==> config.mk <==
export PLATFORM = sky130hd
export DESIGN_NAME = spike_rate_decoder
export DESIGN_NICKNAME = d
export VERILOG_FILES = /design/src/rtl/spike_rate_decoder.sv
export SDC_FILE = /design/constraint.sdc
export NUM_CORES = 1
export LEC_CHECK = 0
export BUFFER_PORTS_ARGS = -buffer_cell sky130_fd_sc_hd__buf_4
export CAP_MARGIN = 20
export CORE_ASPECT_RATIO = 0.75
export CORE_MARGIN = 4
export CORE_UTILIZATION = 52
export CTS_CLUSTER_DIAMETER = 60
export CTS_CLUSTER_SIZE = 28
export DETAILED_ROUTE_END_ITERATION = 8
export HOLD_SLACK_MARGIN = 0.12
export PLACE_DENSITY = 0.76
export REMOVE_ABC_BUFFERS = 1
export SYNTH_ARGS = -nofsm -noshare
export SYNTH_HDL_FRONTEND = slang
export SYNTH_SLANG_ARGS = --single-unit
==> constraint.sdc <==
create_clock -name clk -period 1.9 [get_ports clk]
set_input_delay 0.38 -clock clk [delete_from_list [all_inputs] [get_ports clk]]
set_output_delay 0.38 -clock clk [all_outputs]
set_load 0.02 [all_outputs]
==> src/rtl/spike_rate_decoder.sv <==
// Decodes a 1-bit spike train over back-to-back programmable windows into a
// spike count and first-spike index, delivered through a valid/ready register.
module spike_rate_decoder #(
    parameter int CW = 8
) (
    input  logic          clk,
    input  logic          rst_n,
    input  logic          enable,
    input  logic          spike,
    input  logic [CW-1:0] window_len,
    output logic [CW-1:0] rate,
    output logic [CW-1:0] ttfs,
    output logic          ttfs_hit,
    output logic          rate_valid,
    input  logic          rate_ready,
    output logic          overrun
);

    typedef enum logic {IDLE, COUNT} state_t;

    localparam logic [CW-1:0] ONE = CW'(1);

    state_t        state_reg, state_next;
    logic [CW-1:0] last_reg, last_next;
    logic [CW-1:0] wcnt_reg, wcnt_next;
    logic [CW-1:0] scnt_reg, scnt_next;
    logic [CW-1:0] ttfs_lat_reg, ttfs_lat_next;
    logic          first_seen_reg, first_seen_next;
    logic [CW-1:0] rate_reg, rate_next;
    logic [CW-1:0] ttfs_reg, ttfs_next;
    logic          hit_reg, hit_next;
    logic          valid_reg, valid_next;
    logic          overrun_reg, overrun_next;

    logic [CW-1:0] scnt_fin;
    logic [CW-1:0] ttfs_fin;
    logic          first_fin;
    logic          win_end;

    always_comb begin
        // Values including the current cycle's spike; used both to advance the
        // window and to load the result on its final cycle.
        scnt_fin  = (spike && (scnt_reg != '1)) ? scnt_reg + ONE : scnt_reg;
        first_fin = first_seen_reg | spike;
        ttfs_fin  = first_seen_reg ? ttfs_lat_reg : (spike ? wcnt_reg : '0);
        win_end   = (state_reg == COUNT) && enable && (wcnt_reg == last_reg);
    end

    always_comb begin
        state_next      = state_reg;
        last_next       = last_reg;
        wcnt_next       = wcnt_reg;
        scnt_next       = scnt_reg;
        ttfs_lat_next   = ttfs_lat_reg;
        first_seen_next = first_seen_reg;
        rate_next       = rate_reg;
        ttfs_next       = ttfs_reg;
        hit_next        = hit_reg;
        valid_next      = valid_reg;
        overrun_next    = overrun_reg;

        case (state_reg)
            IDLE: begin
                if (enable) begin
                    state_next      = COUNT;
                    // Store L-1: window_len==0 wraps to 2^CW-1, i.e. L=2^CW.
                    last_next       = window_len - ONE;
                    wcnt_next       = '0;
                    scnt_next       = '0;
                    ttfs_lat_next   = '0;
                    first_seen_next = 1'b0;
                end
            end
            COUNT: begin
                if (!enable) begin
                    state_next      = IDLE;
                    wcnt_next       = '0;
                    scnt_next       = '0;
                    ttfs_lat_next   = '0;
                    first_seen_next = 1'b0;
                end else if (win_end) begin
                    last_next       = window_len - ONE;
                    wcnt_next       = '0;
                    scnt_next       = '0;
                    ttfs_lat_next   = '0;
                    first_seen_next = 1'b0;
                end else begin
                    wcnt_next       = wcnt_reg + ONE;
                    scnt_next       = scnt_fin;
                    ttfs_lat_next   = ttfs_fin;
                    first_seen_next = first_fin;
                end
            end
            default: state_next = IDLE;
        endcase

        if (win_end) begin
            rate_next  = scnt_fin;
            ttfs_next  = ttfs_fin;
            hit_next   = first_fin;
            valid_next = 1'b1;
            if (valid_reg && !rate_ready)
                overrun_next = 1'b1;
        end else if (valid_reg && rate_ready) begin
            valid_next = 1'b0;
        end
    end

    always_ff @(posedge clk) begin
        if (!rst_n) begin
            state_reg      <= IDLE;
            last_reg       <= '0;
            wcnt_reg       <= '0;
            scnt_reg       <= '0;
            ttfs_lat_reg   <= '0;
            first_seen_reg <= 1'b0;
            rate_reg       <= '0;
            ttfs_reg       <= '0;
            hit_reg        <= 1'b0;
            valid_reg      <= 1'b0;
            overrun_reg    <= 1'b0;
        end else begin
            state_reg      <= state_next;
            last_reg       <= last_next;
            wcnt_reg       <= wcnt_next;
            scnt_reg       <= scnt_next;
            ttfs_lat_reg   <= ttfs_lat_next;
            first_seen_reg <= first_seen_next;
            rate_reg       <= rate_next;
            ttfs_reg       <= ttfs_next;
            hit_reg        <= hit_next;
            valid_reg      <= valid_next;
            overrun_reg    <= overrun_next;
        end
    end

    assign rate       = rate_reg;
    assign ttfs       = ttfs_reg;
    assign ttfs_hit   = hit_reg;
    assign rate_valid = valid_reg;
    assign overrun    = overrun_reg;

endmodule

After elaboration in Yosys (flattened, before gate mapping)
Index checks and enable logic that the tools add are counted.

storage, ports and cells
  bits in registers = 53
  logic and storage cells = 54

operators by class
  $add $sub $neg = 3
  eq/ne operators = 5
  mux-type cells = 24
  bitwise operators = 2
  reductions and logical operators = 9

operator list
  operator               number
  $mux W8                13
  $pmux W8 S2            4
  $add A8 B1 Y8 const B  2
  $eq A8 B8 Y1           1
  $ne A8 B8 Y1 const B   1
  $sub A8 B1 Y8 const B  1
  $mux W1                6
  $logic_and A1 B1 Y1    5
  $ne A2 B2 Y1 const B   2
  $reduce_and A3 Y1      1
  $ne A2 B1 Y1 const B   1
  $pmux W1 S2            1
  $reduce_and A2 Y1      1
  $reduce_bool A2 Y1     1
  $logic_not A1 Y1       1
  $not A1 Y1             1
  $or A1 B1 Y1           1

Longest topological paths before layout
Gate-level depths: netlist of the first run.

  word-level depth = 6
  gate-level depth with buffers = 8

Worst setup path before layout of the first run
No wires, ideal clock.

  path type = reg2reg
  from = reg wcnt_reg[5]
  to = reg rate_reg[3], in the netlist rate[3]
  library setup time = 0.116 ns
  arrival = 1.632 ns
  setup slack = 0.152 ns
  stages on the path, launching flop included = 9
  clock period less this slack = 1.748 ns
  cells stage by stage = dfxtp_1 > xor2_1 > nor4_2 > and4_1 > buf_4 > buf_6 > buf_6 > nand2_1 > o211a_1

between the ends
  cells in the longest elaborated chain, start to end = 2

ends and longest elaborated chain
  what                      line  text
  start: declaration        25    logic [CW-1:0] wcnt_reg, wcnt_next;
  start signal: assignment  125   wcnt_reg <= wcnt_next;
  $eq A8 B8 Y1              46    win_end = (state_reg == COUNT) && enable && (wcnt_reg == last_reg);
  $logic_and A1 B1 Y1       46
  end signal: assignment    129   rate_reg <= rate_next;
  end: declaration          29    logic [CW-1:0] rate_reg, rate_next;

Every way passes these cells.
A chain may end at the register's enable or synchronous reset.

Worst setup path after layout of the first run
  from = reg scnt_reg[0]
  to = reg rate_reg[1], in the netlist rate[1]

between the ends
  cells in the longest elaborated chain, start to end = 3
  elaborated cells on any way between the ends = 4
  those cells by class = 1 x add/sub; 1 x eq/ne; 1 x mux; 1 x reduce/logical

ends and longest elaborated chain
  what                                                   line  text
  start: declaration                                     26    logic [CW-1:0] scnt_reg, scnt_next;
  start signal: assignment                               126   scnt_reg <= scnt_next;
  branches (longest 2 deep; another with $add A8 B1 Y8)  --
  $mux W8 (*)                                            43    scnt_fin = (spike && (scnt_reg != '1)) ? scnt_reg + ONE : scnt_reg;

Every way passes the cells marked *.

==> reports/qor.yml, run 1 <==
run_status:
  outcome: "finished clean"
logic_synthesis:
  ys_seq_area_share_pct: 41.21
  syn_area_mm2: 0.002575
  synthCells: 293
  yosys_warnings: 0
  synth-edff-count: 0
  synthFlopType: "dfxtp_1"
  synth_cell_types: 37
  synthArstFlopShare_pct: 0
  syn_avg_cell_area_um2: 8.788
  synth-seq-cells: 53
clocking:
  cts.sink_count: 53
  ctsResizeCount: 0
  clk_pin_slew_ns: 0.09
  h-tree-depth: 2
  post_cts_buffers: 0
  hold_buffers: 0
  cts-buffers-inserted: 5
  cts_root_buf: "clkbuf_8"
  clockBufferDepth: 2
  cts_tree: "built"
  clk_latency_ns: 0.30
setup_path:
  slowest_delay_ns: 0.51
  cp.buffers_inverters: 1
  critPathLaunchType: "register"
  r2r_start: "scnt_reg[0]"
  cpLargestDelayFamily: "simple AND/OR/NAND/NOR gates"
  critPathKind: "register to register"
  path_cells: "ha_1 > buf_4 > nand3_1 > o21ai_2 > and2_1 > or4_1 > o211a_1"
  crit_slowest_cell: "or4_1"
  critPathArrivalTime_ns: 2.03
  cp_max_fo: 5
  crit_required_ns: 2.10
  end_kind: "register"
  rrSetupSlack_ns: 0.07
  timing.rr.end: "rate[1]"
  r2r_cells: 7
timing:
  setup_violations: 0
  relSlewSlack_pct: 66.17
  min_period_over_period_pct: 96.40
  tightest_slew_ns: 0.5068
  fin_crit_ns: 1.832
  max_freq_mhz: 546.0
  final.setup.tns_ns: 0
  rsz0062_at_grt: "false"
  fin_skew_ns: 0.003133
  slew_violations: 0
  finalHoldViolCount: 0
cells_and_area:
  seq_area_mm2: 0.001067
  area_growth_pct: 19.10
  finalNonFillerCells: 385
  final_nets: 343
  n_antenna_cell: 0
  layout-drive-gt1-share_pct: 19.21
  multi_input_area_mm2: 0.001438
  nFillCells: 412
global_routing:
  grt_max_degree: 34
  grt_pass1_wl_mm: 8.783
  antenna_found_initial: 0
  first_global_vias: 1900
  grt_remaining_overflow: 0
  grt_usage_pct: 18.20
power_and_ir_drop:
  power.leakage_nw: 1.286
  powerDensity_mw_per_mm2: 670.7
  combPwrFrac_pct: 12.5
  power_switching_mw: 0.5334
  sw_frac_of_total_pct: 25.93
  vdd_drop_max_v: 0.0004401
  seq_power_share_pct: 57.4
  p_clk_share_pct: 30.1
  p_int_mw: 1.524
job:
  cap_violations: 0
place:
  hpwl_mm: 3.591
  io_buffers: 31
  place_inst: 375
  gp_congestion: 0.8658
drt:
  dr.pass1.iters: 4
  drc: 0
  vias_per_cell: 5.556
  wl_mm: 5.449
  drtIter0Drc: 116
  wl_per_cell_um: 14.15
  drtAntennaViolNets: 0
  vias: 2139
die:
  die_w_um: 89.26
  core_mm2: 0.004624
  die_h_um: 68.94
  dieArea_mm2: 0.006153
  initial_utilization_pct: 55.68
  ios: 32
  fp-row-count: 21
worst_hold_path:
  hp-start: "enable"
  hold_path.class: "input port to register"
  min_to: "state_reg"
  whs_path_depth: 2
worst max path at each step:
stage | start | end | slack, ns | cells after the start
floorplan | wcnt_reg[5] | rate[2] | -0.11 | 5
global route | scnt_reg[0] | rate[1] | 0.007 | 7
global placement | last_reg[1] | rate[1] | 0.11 | 5
detailed placement | last_reg[1] | rate[1] | 0.02 | 5
CTS | last_reg[1] | rate[1] | 0.01 | 5
finish | scnt_reg[0] | rate[1] | 0.07 | 7
power by group through the flow:
stage | sequential, mW | clock [mW] | combinational (mW)
after floorplan | 1.20 | 0 | 0.133
after CTS | 1.17 | 0.634 | 0.234
final | 1.18 | 0.620 | 0.257
after global placement | 1.20 | 0 | 0.229
after global routing | 1.19 | 0.686 | 0.284
after detailed placement | 1.20 | 0 | 0.234
cell usage in the layout (no fill, tap or decap), drive strengths merged, types with 8 or more instances in the layout:
| cell | synthesis | layout |
|---|---|---|
| a21oi | 15 | 15 |
| a22oi | 10 | 10 |
| a31oi | 10 | 10 |
| buf | 8 | 44 |
| dfxtp | 53 | 53 |
| mux2i | 19 | 19 |
| nand2 | 48 | 48 |
| nand2b | 8 | 8 |
| nor2b | 23 | 23 |
| o21ai | 13 | 13 |
| xor2 | 17 | 17 |
per-stage QoR:
stage	util, %	power [mW]	hold WS [ns]	setup slack, ns	instance area (µm²)
6_report	66.31	2.057	0.3334	0.06845	3067
5_1_grt	66.31	2.157	0.3286	0.006635	3067
4_1_cts	64.42	2.042	0.3224	0.009938	2979
3_5_place_dp	62.55	1.434	0.4670	0.02479	2893
3_3_place_gp	62.55	1.427	0.4624	0.1138	2893
2_1_floorplan	-	1.335	0.4495	-0.1104	2479
logic make-up after synthesis:
family / count (synthesis) / synth area share, %
compound gates: 63 / 16.04
simple gates: 111 / 22.16
flops: 53 / 41.21
mux: 20 / 7.823
buf+inv: 22 / 4.179
fa+ha+maj: 3 / 1.458
xor+xnor: 21 / 7.143
layer usage:
layer  GRT usage, %  up-vias  part of all wire, %
met2          28.22       48                   44
met3          3.682        5                  3.9
li1               -     1084                    -
met5              0        -                    0
met4          5.019        0                 0.73
met1          25.76     1002                   51
cells in the mapped netlist (3+ instances only):
master | number | share of area [%]
nor2_1 | 7 | 1.0
a32o_1 | 3 | 1.2
a21oi_1 | 15 | 2.9
clkbuf_1 | 11 | 1.6
a31oi_1 | 10 | 2.4
nand2_1 | 48 | 7.0
buf_2 | 5 | 0.97
mux2i_1 | 19 | 7.4
inv_1 | 3 | 0.44
and3_1 | 6 | 1.5
dfxtp_1 | 53 | 41
o211a_1 | 5 | 1.9
ha_1 | 3 | 1.5
nand2b_1 | 8 | 1.9
a21boi_1 | 3 | 0.87
a22oi_1 | 10 | 2.9
xor2_1 | 17 | 5.8
nor2b_1 | 23 | 5.6
o21ai_0 | 12 | 2.3
nand3_1 | 6 | 1.2
xnor2_1 | 4 | 1.4
area by class of cell:
type / count / area share [%]
Multi-Input combinational cell: 218 / 46.88
Sequential cell: 53 / 34.80
Timing Repair Buffer: 46 / 12.81
Tap cell: 57 / 2.326
Clock buffer: 5 / 2.244
Clock inverter: 3 / 0.5712
Inverter: 3 / 0.3672
Power figures use the tool's default switching activity.
==> run 2: changes to the inputs <==
CORE_ASPECT_RATIO = unset   (was 0.75)
==> reports/qor.yml, run 2 (same netlist as run 1, synthesis figures left out) <==
run_status:
  outcome: "finished clean"  # unchanged
power_and_ir_drop:
  powerDensity_mw_per_mm2: 701.8  # was 670.7 mW/mm²
  power.leakage_nw: 1.289  # was 1.286 nW
  vdd_drop_max_v: 0.0004098  # was 0.0004401 V
  fin_total_pwr_mw: 2.142  # was 2.057 mW
job:
  cap_violations: 0  # unchanged
drt:
  wl_mm: 5.382  # was 5.449 mm
  drc: 0  # unchanged
  wl_per_cell_um: 13.56  # was 14.15 µm
  vias: 2154  # was 2,139
  drtAntennaViolNets: 0  # unchanged
  drtIter0Drc: 70  # was 116
  vias_per_cell: 5.426  # was 5.556
  dr.pass1.iters: 5  # was 4
clocking:
  cts-buffers-inserted: 5  # unchanged
  cts_tree: "built"  # unchanged
  clk_latency_ns: 0.31  # was 0.30 ns
  cts_root_buf: "clkbuf_8"  # unchanged
  cts.sink_count: 53  # unchanged
  h-tree-depth: 2  # unchanged
  hold_buffers: 0  # unchanged
  clockBufferDepth: 2  # unchanged
  clk_pin_slew_ns: 0.10  # was 0.09 ns
die:
  ios: 32  # unchanged
  initial_utilization_pct: 54.16  # was 55.68%
  dieArea_mm2: 0.006142  # was 0.006153 mm²
  core_mm2: 0.004755  # was 0.004624 mm²
  fp-row-count: 25  # was 21
  die_w_um: 78.37  # was 89.26 µm
  die_h_um: 78.37  # was 68.94 µm
setup_path:
  cp.buffers_inverters: 1  # unchanged
  end_kind: "register"  # unchanged
  crit_required_ns: 2.12  # was 2.10 ns
  cp_max_fo: 5  # unchanged
  critPathKind: "register to register"  # unchanged
  path_cells: "ha_1 > buf_4 > nand3_1 > o21ai_0 > and2_1 > or4_1 > o211a_1"  # was ha_1 > buf_4 > nand3_1 > o21ai_2 > and2_1 > or4_1 > o211a_1
  critPathArrivalTime_ns: 2.00  # was 2.03 ns
  cpLargestDelayFamily: "simple AND/OR/NAND/NOR gates"  # unchanged
  critPathLaunchType: "register"  # unchanged
  crit_slowest_cell: "or4_1"  # unchanged
  slowest_delay_ns: 0.51  # about the same
place:
  hpwl_mm: 3.731  # was 3.591 mm
  gp_congestion: 0.8549  # was 0.8658
  post-place-ws_ns: 0.006199  # was 0.02479 ns
  io_buffers: 31  # unchanged
  place_inst: 387  # was 375
global_routing:
  grt_pass1_wl_mm: 9.266  # was 8.783 mm
  first_global_vias: 2053  # was 1,900
  grt_max_degree: 30  # was 34
  grt_remaining_overflow: 0  # unchanged
  grt_usage_pct: 18.96  # was 18.20%
  antenna_found_initial: 0  # unchanged
cells_and_area:
  layout-drive-gt1-share_pct: 18.79  # was 19.21%
  layout_common_cells: "dfxtp_1 (50), nand2_1 (48), buf_4 (47), nor2b_1 (23), mux2i_1 (19)"  # was dfxtp_1 (50), nand2_1 (48), buf_4 (43), nor2b_1 (23), mux2i_1 (19)
  finalNonFillerCells: 397  # was 385
  n_antenna_cell: 0  # unchanged
  final_nets: 345  # was 343
  fin_util_pct: 64.18  # was 66.31%
  area_growth_pct: 18.51  # was 19.10%
  final_common_cell: "dfxtp_1"  # unchanged
timing:
  setup_violations: 0  # unchanged
  finalHoldViolCount: 0  # unchanged
  fin_crit_ns: 1.781  # was 1.832 ns
  min_period_over_period_pct: 93.75  # was 96.40%
  slew_violations: 0  # unchanged
  setup_slack_ns: 0.1188  # was 0.06845 ns
  fin_skew_ns: 0.007865  # was 0.003133 ns
  final.setup.tns_ns: 0  # unchanged
  relSlewSlack_pct: 67.56  # was 66.17%
  max_freq_mhz: 561.4  # was 546.0 MHz
  tightest_slew_ns: 0.4860  # was 0.5068 ns
worst_hold_path:
  hold_path.class: "input port to register"  # unchanged
[run 2: area by class of cell]
type	instances	area, µm²
clock buffers	7	96.34
clock inverters	1	5.005
fillers	440	1703
inverters	3	11.26
multi-input cells	218	1415
flip-flops and latches	53	1067
well taps	67	83.83
repair buffers	48	372.9
[run 2: layer usage]
metal  track usage, %  share of wire (%)  wire length [µm]
met1            24.70                 44              2389
met2            30.39                 50              2668
met3            3.899                4.4               239
met4            8.217                1.6                85
met5                0                  0                 0
[run 2: path summary, 6_finish.rpt]
path         depth (start not counted)  slack (ns)        start     endpoint
min                                  2        0.31       enable    state_reg
min reg2reg                          2        0.48  scnt_reg[1]  scnt_reg[1]
max                                  7        0.12  scnt_reg[1]      rate[1]
max reg2reg                          7        0.12  scnt_reg[1]      rate[1]
[run 2: power by group]
| part | switching, mW | internal (mW) |
|---|---|---|
| logic | 0.147 | 0.131 |
| registers | 0.0225 | 1.14 |
| clock network | 0.369 | 0.330 |
| total | 0.539 | 1.60 |
[run 2: stage by stage]
| stage | hold slack (ns) | cell area (µm²) |
|---|---|---|
| 3_5_place_dp | 0.4677 | 2920 |
| 2_1_floorplan | 0.4495 | 2479 |
| 3_3_place_gp | 0.4638 | 2920 |
| 5_1_grt | 0.3158 | 3052 |
| 6_report | 0.3086 | 3052 |
| 4_1_cts | 0.3008 | 3022 |
[run 2: timing repair]
action                     4_1_cts  5_1_grt
setup endpoints to repair        1       19
buffers inserted                 0        2
resized for setup                0        5
pin swaps                        1        3
==> run 3: changes to the inputs <==
PLACE_DENSITY = 0.75   (was 0.76)
==> reports/qor.yml, run 3 (same netlist as run 1, synthesis figures left out) <==
cells_and_area:
  layout_common_cells: "dfxtp_1 (52), nand2_1 (48), buf_4 (48), nor2b_1 (23), mux2i_1 (19)"  # was dfxtp_1 (50), nand2_1 (48), buf_4 (47), nor2b_1 (23), mux2i_1 (19)
  area_growth_pct: 18.61  # was 18.51%
  seq_area_mm2: 0.001062  # was 0.001067 mm²
  final_nets: 346  # was 345
  final_common_cell: "dfxtp_1"  # unchanged
  nFillCells: 419  # was 440
  multi_input_area_mm2: 0.001415  # unchanged
  layout-drive-gt1-share_pct: 18.43  # was 18.79%
  n_antenna_cell: 0  # unchanged
die:
  dieArea_mm2: 0.006142  # unchanged
  core_mm2: 0.004755  # unchanged
  ios: 32  # unchanged
  die_h_um: 78.37  # unchanged
  die_w_um: 78.37  # unchanged
  initial_utilization_pct: 54.16  # unchanged
  fp-row-count: 25  # unchanged
drt:
  vias: 2133  # was 2,154
  wl_per_cell_um: 13.09  # was 13.56 µm
  wl_mm: 5.208  # was 5.382 mm
  dr.pass1.iters: 5  # unchanged
  vias_per_cell: 5.359  # was 5.426
  drc: 0  # unchanged
  drtIter0Drc: 108  # was 70
  drtAntennaViolNets: 0  # unchanged
timing:
  finalHoldViolCount: 0  # unchanged
  min_period_over_period_pct: 95.18  # was 93.75%
  final.setup.tns_ns: 0  # unchanged
  max_freq_mhz: 553.0  # was 561.4 MHz
  setup_violations: 0  # unchanged
  tightest_slew_ns: 0.4879  # was 0.4860 ns
  relSlewSlack_pct: 67.43  # was 67.56%
  fin_skew_ns: 0.005824  # was 0.007865 ns
  fin_crit_ns: 1.808  # was 1.781 ns
  slew_violations: 0  # unchanged
  hold_slack_ns: 0.3154  # was 0.3086 ns
place:
  io_buffers: 31  # unchanged
  gp_congestion: 0.8571  # was 0.8549
  hpwl_mm: 3.736  # was 3.731 mm
global_routing:
  antenna_found_initial: 0  # unchanged
  grt_remaining_overflow: 0  # unchanged
  grt_usage_pct: 18.18  # was 18.96%
  grt_max_degree: 28  # was 30
  grt_pass1_wl_mm: 9.025  # was 9.266 mm
  first_global_vias: 2041  # was 2,053
worst_hold_path:
  hp-start: "enable"  # unchanged
  min_to: "state_reg"  # unchanged
  hold_path.class: "input port to register"  # unchanged
  whs_path_depth: 2  # unchanged
setup_path:
  r2r_start: "wcnt_reg[6]"  # was scnt_reg[1]
  cp_max_fo: 4  # was 5
  critPathKind: "register to register"  # unchanged
  end_kind: "register"  # unchanged
  timing.rr.end: "rate[1]"  # unchanged
  rrSetupSlack_ns: 0.09  # was 0.12 ns
  critPathArrivalTime_ns: 2.01  # was 2.00 ns
  r2r_cells: 5  # was 7
  crit_required_ns: 2.10  # was 2.12 ns
  critPathLaunchType: "register"  # unchanged
run_status:
  outcome: "finished clean"  # unchanged
clocking:
  cts_root_buf: "clkbuf_8"  # unchanged
  clockBufferDepth: 2  # unchanged
  h-tree-depth: 2  # unchanged
  clk_pin_slew_ns: 0.09  # was 0.10 ns
  cts.sink_count: 53  # unchanged
  cts_tree: "built"  # unchanged
  clk_latency_ns: 0.30  # was 0.31 ns
  hold_buffers: 0  # unchanged
  cts-buffers-inserted: 5  # unchanged
power_and_ir_drop:
  fin_total_pwr_mw: 2.121  # was 2.142 mW
  powerDensity_mw_per_mm2: 694.3  # was 701.8 mW/mm²
  power.leakage_nw: 1.294  # was 1.289 nW
  vdd_drop_max_v: 0.0005679  # was 0.0004098 V
job:
  cap_violations: 0  # unchanged
-- run 3: critical path, cell delays in order (launching register included) --
cell and delay [ns]:
dfxtp_1 0.34, xor2_1 0.17, nor4_2 0.39, nand2_1 0.15
or4_1 0.53, o211a_1 0.13
-- run 3: through the flow --
step | utilization, % | area, µm² | setup WS (ns) | std cells
5_1_grt | 64.24 | 3054 | -0.01690 | 398
6_report | 64.24 | 3054 | 0.09154 | 398
4_1_cts | 63.87 | 3037 | 0.03717 | 397
3_3_place_gp | 61.74 | 2935 | 0.1004 | 389
2_1_floorplan | - | 2479 | -0.1104 | 274
3_5_place_dp | 61.74 | 2935 | 0.04452 | 389
-- run 3: report_power, final --
| group | switching [mW] | internal, mW | leakage (nW) | total [mW] |
|---|---|---|---|---|
| clock network | 0.353 | 0.330 | 0.0542 | 0.682 |
| registers | 0.0233 | 1.14 | 0.430 | 1.17 |
| logic | 0.143 | 0.129 | 0.810 | 0.272 |
| total | 0.518 | 1.60 | 1.29 | 2.12 |
-- run 3: worst max path at each step --
stage           startpoint      end  slack, ns
5_1_grt        wcnt_reg[6]  rate[1]      -0.02
2_1_floorplan  wcnt_reg[5]  rate[2]      -0.11
3_5_place_dp   wcnt_reg[4]  rate[1]       0.04
4_1_cts        wcnt_reg[4]  rate[1]       0.04
3_3_place_gp   wcnt_reg[4]  rate[1]       0.10
6_report       wcnt_reg[6]  rate[1]       0.09
-- run 3: cell type report --
cell class	instances	area share, %
Clock buffer	7	3.154
Clock inverter	1	0.1639
Inverter	3	0.3687
Multi-Input combinational cell	218	46.33
Sequential cell	53	34.78
Tap cell	67	2.745
Timing Repair Buffer	49	12.45
-- run 3: what timing repair did --
item | CTS | global route
setup endpoints to repair | 0 | 6
setup buffers | 0 | 1
resized for setup | 0 | 2
-- run 3: per-layer routing --
layer	GRT usage (%)	share of wire (%)	vias to the layer above
li1	-	-	1086
met1	22.84	45	998
met2	30.39	49	41
met3	4.817	4.5	8
met4	5.769	1.1	0
met5	0	0	-
